===== src/rtl/and_gate_unit.sv =====
// and_gate_unit
// Registered, flow-controlled bitwise AND of two operands with a two-entry
// skid buffer (output register plus one skid entry). Each operand pair
// accepted on the input handshake yields exactly one result, delivered in
// order on the output handshake, together with zero/all-ones status flags
// and a running count of delivered results.
//
// Ports:
//   Clock        rising-edge clock
//   Reset        synchronous, active-high reset
//   In_Valid     operand pair on Input_A/Input_B is valid
//   In_Ready     block can accept a pair this cycle (registered: skid empty)
//   Input_A/B    operands, WIDTH bits
//   Out_Valid    Output and flags carry a valid result
//   Out_Ready    downstream takes the result this cycle
//   Output       Input_A & Input_B of the accepted pair
//   Out_Zero     Output == 0, qualified by Out_Valid
//   Out_AllOnes  Output is all ones, qualified by Out_Valid
//   Op_Count     results transferred since reset (wraps)
module and_gate_unit #(
    parameter int WIDTH       = 1,
    parameter int COUNT_WIDTH = 16
) (
    input  logic                   Clock,
    input  logic                   Reset,
    input  logic                   In_Valid,
    output logic                   In_Ready,
    input  logic [WIDTH-1:0]       Input_A,
    input  logic [WIDTH-1:0]       Input_B,
    output logic                   Out_Valid,
    input  logic                   Out_Ready,
    output logic [WIDTH-1:0]       Output,
    output logic                   Out_Zero,
    output logic                   Out_AllOnes,
    output logic [COUNT_WIDTH-1:0] Op_Count
);

    function automatic logic is_zero(input logic [WIDTH-1:0] value);
        return (value == {WIDTH{1'b0}});
    endfunction

    function automatic logic is_all_ones(input logic [WIDTH-1:0] value);
        return (&value);
    endfunction

    logic                   out_valid_r, out_valid_s;
    logic [WIDTH-1:0]       out_data_r,  out_data_s;
    logic                   out_zero_r,  out_zero_s;
    logic                   out_ones_r,  out_ones_s;
    logic                   skid_valid_r, skid_valid_s;
    logic [WIDTH-1:0]       skid_data_r,  skid_data_s;
    logic                   ready_r,     ready_s;
    logic [COUNT_WIDTH-1:0] count_r,     count_s;
    logic                   accept_s;
    logic                   xfer_s;
    logic [WIDTH-1:0]       and_s;

    // Next-state logic for the output register, skid entry, ready flag and counter
    always_comb begin
        accept_s     = In_Valid & ready_r;
        xfer_s       = out_valid_r & Out_Ready;
        and_s        = Input_A & Input_B;
        out_valid_s  = out_valid_r;
        out_data_s   = out_data_r;
        out_zero_s   = out_zero_r;
        out_ones_s   = out_ones_r;
        skid_valid_s = skid_valid_r;
        skid_data_s  = skid_data_r;
        count_s      = count_r;

        if (xfer_s) begin
            count_s = count_r + {{(COUNT_WIDTH-1){1'b0}}, 1'b1};
        end else begin
            count_s = count_r;
        end

        if (!out_valid_r || xfer_s) begin
            // Output slot is free this edge: the oldest pending result fills it.
            if (skid_valid_r) begin
                out_valid_s  = 1'b1;
                out_data_s   = skid_data_r;
                out_zero_s   = is_zero(skid_data_r);
                out_ones_s   = is_all_ones(skid_data_r);
                skid_valid_s = 1'b0;
            end else if (accept_s) begin
                out_valid_s = 1'b1;
                out_data_s  = and_s;
                out_zero_s  = is_zero(and_s);
                out_ones_s  = is_all_ones(and_s);
            end else begin
                // Going empty: keep the last data, but flags must read 0.
                out_valid_s = 1'b0;
                out_zero_s  = 1'b0;
                out_ones_s  = 1'b0;
            end
        end else begin
            // Output stalled: a newly accepted pair parks in the skid entry.
            if (accept_s) begin
                skid_valid_s = 1'b1;
                skid_data_s  = and_s;
            end else begin
                skid_valid_s = skid_valid_r;
                skid_data_s  = skid_data_r;
            end
        end

        ready_s = ~skid_valid_s;
    end

    // State registers with synchronous reset; In_Ready stays low while Reset is high
    always_ff @(posedge Clock) begin
        if (Reset) begin
            out_valid_r  <= 1'b0;
            out_data_r   <= {WIDTH{1'b0}};
            out_zero_r   <= 1'b0;
            out_ones_r   <= 1'b0;
            skid_valid_r <= 1'b0;
            skid_data_r  <= {WIDTH{1'b0}};
            ready_r      <= 1'b0;
            count_r      <= {COUNT_WIDTH{1'b0}};
        end else begin
            out_valid_r  <= out_valid_s;
            out_data_r   <= out_data_s;
            out_zero_r   <= out_zero_s;
            out_ones_r   <= out_ones_s;
            skid_valid_r <= skid_valid_s;
            skid_data_r  <= skid_data_s;
            ready_r      <= ready_s;
            count_r      <= count_s;
        end
    end

    assign In_Ready    = ready_r;
    assign Out_Valid   = out_valid_r;
    assign Output      = out_data_r;
    assign Out_Zero    = out_zero_r;
    assign Out_AllOnes = out_ones_r;
    assign Op_Count    = count_r;

endmodule


===== config.mk =====
export PLATFORM = sky130hd
export DESIGN_NAME = and_gate_unit
export DESIGN_NICKNAME = d
export VERILOG_FILES = /design/src/rtl/and_gate_unit.sv
export SDC_FILE = /design/constraint.sdc
export NUM_CORES = 1
export LEC_CHECK = 0
export CORE_ASPECT_RATIO = 1.1
export CORE_MARGIN = 3
export CORE_UTILIZATION = 45
export CTS_BUF_LIST = sky130_fd_sc_hd__clkbuf_2 sky130_fd_sc_hd__clkbuf_4 sky130_fd_sc_hd__clkbuf_8
export CTS_CLUSTER_DIAMETER = 60
export CTS_CLUSTER_SIZE = 30
export DETAILED_ROUTE_END_ITERATION = 6
export GPL_ROUTABILITY_DRIVEN = 0
export GPL_TIMING_DRIVEN = 0
export PLACE_DENSITY = 0.75
export SLEW_MARGIN = 10
export SYNTH_ARGS = -nofsm -noshare
export SYNTH_HDL_FRONTEND = slang
export SYNTH_SLANG_ARGS = --single-unit

===== constraint.sdc =====
create_clock -name Clock -period 4.2 [get_ports Clock]
set_input_delay 0.63 -clock Clock [delete_from_list [all_inputs] [get_ports Clock]]
set_output_delay 0.63 -clock Clock [all_outputs]
set_load 0.01 [all_outputs]

---- After elaboration in Yosys (flattened, before gate mapping) ----
Index checks and enable logic that the tools add are counted.
storage, ports and cells
  output and inout bits ................... 21
  register bits after elaboration ......... 23
  word-level logic and storage cells ...... 31
cells by class
  multiplexer cells ....................... 10
  reduce and logical (&&, ||, !) cells .... 5
  bitwise gates (word level) .............. 7
  $add $sub $neg .......................... 1
operators with widths
  operator                                       number
  adder 16 x 1 -> 16 bit, second input constant  1
  2-to-1 mux 1 bit                               10
  inverter 1 bit                                 4
  AND reduction 2 bit                            2
  AND 1 bit                                      3
  nonzero test 2 bit                             1
  logical NOT 1 bit                              1
  logical OR 1 bit                               1

---- Logic depth before layout (Yosys ltp) ----
  depth after elaboration ................. 4
  mapped depth ............................ 5
  gate-level depth less buffers ........... 5

---- Least setup slack after synthesis ----
Ideal clock, no wire load.
  kind .................................... input-to-reg
  start ................................... in Out_Ready
  end ..................................... reg count_r[15], in the netlist Op_Count[15]
  setup time .............................. 0.121 ns
  data arrival time ....................... 1.481 ns
  path slack .............................. 2.598 ns
  cell stages on the path ................. 4
  path buffers ............................ 0
  cell sequence ........................... nand3_4 nor4_4 nand3_1 mux2_4
on the way
  cells in the longest elaborated chain, start to end .. 1
RTL lines
  item                  line  RTL
  from (decl)           31    input logic Out_Ready,
  AND 1 bit             61    xfer_s = out_valid_r & Out_Ready;
  to (signal assigned)  120   count_r <= {COUNT_WIDTH{1'b0}};
  to (signal assigned)  129   count_r <= count_s;
  to (decl)             53    logic [COUNT_WIDTH-1:0] count_r, count_s;
Every way passes these cells.
A chain may end at the register's enable or synchronous reset.

---- Worst setup path in the final report ----
  start ................................... reg out_valid_r, in the netlist Out_Valid
  end ..................................... out Out_Valid
RTL lines
  item                    line  RTL
  from (decl)             46    logic out_valid_r, out_valid_s;
  from (signal assigned)  122   out_valid_r <= out_valid_s;
  to (decl)               30    output logic Out_Valid,
No word-level cell between the ends.

==> key figures <==
Placement
  • Final HPWL DP: 1570 µm
  • Post-place setup slack: 1.832 ns
  • I/O Buffers: 25

Setup path
  • CP top delay family: buffers and inverters
  • CP Max Fanout: 9
  • Largest stage delay, worst path: 0.60 ns
  • Startpoint Class: flip-flop
  • Worst Path Arrival: 1.45 ns
  • Worst path cell trace: clkdlybuf4s50_1
  • Critical path depth in cells: 1
  • CP Class: flip-flop to output pin
  • Register-to-Register Path Depth: 4
  • CP Capture Type: output pin
  • Slowest cell on the critical path: clkdlybuf4s50_1
  • Critical Path RT: 3.57 ns
  • WP buf/inv: 1

Synthesis
  • Post-Synthesis Cell Area: 1016 µm²
  • Post-synth EDFFs: 0
  • Syn avg cell area: 9.071 µm²
  • Seq/Total Area, Yosys: 0.4532
  • Largest area contributor in the netlist: dfxtp_1
  • Synth top area cells: dfxtp_1, xnor2_1, nor2_1
  • Yosys reg bits: 23
  • Post-synth ARST share: 0
  • Post-synth top cells: dfxtp_1, nor2_1, nand2_1, a21oi_1, xnor2_1
  • Most frequent cell after synthesis: dfxtp_1
  • Syn nets: 119
  • Yosys warns: 0
  • Mapped Cells: 112
  • Synth unique cells: 26
  • Yosys top cell area share: 0.4532
  • Top FF cell, synth: dfxtp_1

Final layout
  • Number of diodes: 0
  • Area growth syn-to-layout: 30.79%
  • Fill count: 203
  • Layout cell share with drive strength beyond 1: 0.09929
  • Nets@finish: 149

Detailed routing
  • Routed wire length per instance: 12.25 µm
  • Starting DRT DRC Count: 11
  • Routed wire length: 2071 µm
  • Pre-antenna DRT Iters: 4
  • Vias/cell: 5.183
  • Residual DRC: 0
  • Via count: 876
  • ANT nets after route: 0

STA
  • Fin crit share: 0.4942
  • Fin. max-slew vios: 0
  • TNS Setup: 0 ns
  • Setup violators final: 0
  • Max Clock Skew: 0.001685 ns
  • Worst Setup Slack, final: 2.125 ns
  • Worst-margin pin slew: 0.4741 ns
  • Fin crit period: 2.075 ns
  • Unrepaired setup endpoints after global routing: no
  • Hold Vio Cnt, Final: 0
  • Fmax achieved: 481.8 MHz
  • Rel. slew slack: 0.6839

Clock tree
  • Post-CTS resize count: 0
  • Worst-Skew Late Latency: 0.31 ns
  • CTS tree: done
  • Post-CTS setup repair buffer count: 0
  • Sink Count: 23
  • Clk pin slew, worst setup/hold paths: 0.12 ns
  • CTS Buf Count: 3
  • Clock Path Buffers: 2
  • Hold Buf Count CTS: 0
  • Clk Tree Root Cell: clkbuf_4
  • H-tree depth: 1

GRT
  • Total track usage: 0.1673
  • Largest net degree at the start of global routing: 14
  • Antenna violations before repair: 0
  • Vias in the first global route: 844
  • First-pass GRT wire length: 3684 µm
  • GRT overflow: 0

Die
  • Ports: 27
  • Row count: 17
  • Initial Util: 0.4874
  • DIE HEIGHT: 55.84 µm
  • Die X: 51.31 µm
  • Core region area: 2085 µm²
  • Die area: 2865 µm²

Job
  • # Max-Cap Violations: 0

Min path
  • Worst Hold Class: flip-flop to flip-flop
  • Hold-critical path depth: 2

Pwr
  • Leakage power figure: 0.4661 nW
  • Maximum vdd drop: 0.2255 mV
  • Power Density: 261.6 nW/µm²

Status
  • Outcome: complete, no violations
layout make-up:
cell class              count  area [µm²]  share of cell area
repair buffers             25       250.2              0.1883
multi-input cells          83       533.0              0.4011
plain buffers               3       11.26            0.008475
inverters                   3       11.26            0.008475
clock inverters             1       5.005            0.003766
well taps                  28       35.03             0.02637
flip-flops and latches     23       460.4              0.3465
clock buffers               3       22.52             0.01695
layout by cell type, fill, tap and decap left out:
cell type / count
nand3_4: 1
and2b_2: 1
ha_1: 1
nor4_4: 1
nor3_1: 4
nand4_4: 1
clkdlybuf4s50_1: 25
nand4_1: 3
nand2_1: 12
or3_2: 1
clkinv_2: 1
mux2_4: 2
nor2b_1: 2
clkbuf_4: 3
nand3_1: 4
o21ai_0: 4
nor2_1: 17
a21oi_1: 8
xor2_1: 4
or3_1: 2
clkbuf_1: 3
and4_2: 1
and3_1: 1
or2b_2: 1
dfxtp_1: 23
and4bb_2: 1
nor4_1: 3
inv_1: 3
xnor2_1: 8
path summary, 6_finish.rpt:
| check | from | to | slack, ns |
|---|---|---|---|
| min | Out_Zero$_SDFFE_PP0P_ | Out_Zero$_SDFFE_PP0P_ | 0.47 |
| max reg2reg | Out_Valid$_SDFFE_PP0P_ | Op_Count[15]$_SDFFE_PP0P_ | 2.60 |
| max | Out_Valid$_SDFFE_PP0P_ | Out_Valid | 2.12 |
| min reg2reg | Out_Zero$_SDFFE_PP0P_ | Out_Zero$_SDFFE_PP0P_ | 0.47 |
flip-flops by register name (all words and copies together) (netlist names):
signal and cells:
Out_AllOnes 1, Out_Valid 1, Out_Zero 1, Op_Count 16
In_Ready 1, skid_valid_r 1, Output 1, skid_data_r 1
per-stage QoR:
step	area [µm²]	instances	utilization	power (mW)	hold WS, ns
2_1_floorplan	1016	112	-	0.2390	0.4540
3_3_place_gp	1301	165	0.6243	0.2513	0.4430
3_5_place_dp	1301	165	0.6243	0.2521	0.4581
4_1_cts	1329	169	0.6375	0.3541	0.4768
5_1_grt	1329	169	0.6375	0.3624	0.5055
6_report	1329	169	0.6375	0.3476	0.4722
power by group:
part | internal (mW) | switching, mW
registers | 0.221 | 0.00311
logic | 0.0112 | 0.0120
clock network | 0.0356 | 0.0649
total | 0.268 | 0.0801
layer usage:
metal | vias up | GRT usage | part of all wire
met4 | 0 | 0.1124 | 0.035
met3 | 8 | 0.01609 | 0.036
met5 | - | 0 | 0
li1 | 441 | - | -
met1 | 400 | 0.2086 | 0.45
met2 | 27 | 0.2670 | 0.48
cell families (layout without fill, tap and decap cells):
group	after synthesis	in the layout	share of synthesized area
adder cells (fa/ha/maj)	1	1	0.01231
AO/OA/AOI/OAI	12	12	0.05912
XOR/XNOR	12	12	0.1034
AND/OR/NAND/NOR	56	56	0.3202
flip-flops	23	23	0.4532
multiplexers	2	2	0.02956
buffers and inverters	6	35	0.02217
Power figures use the tool's default switching activity.
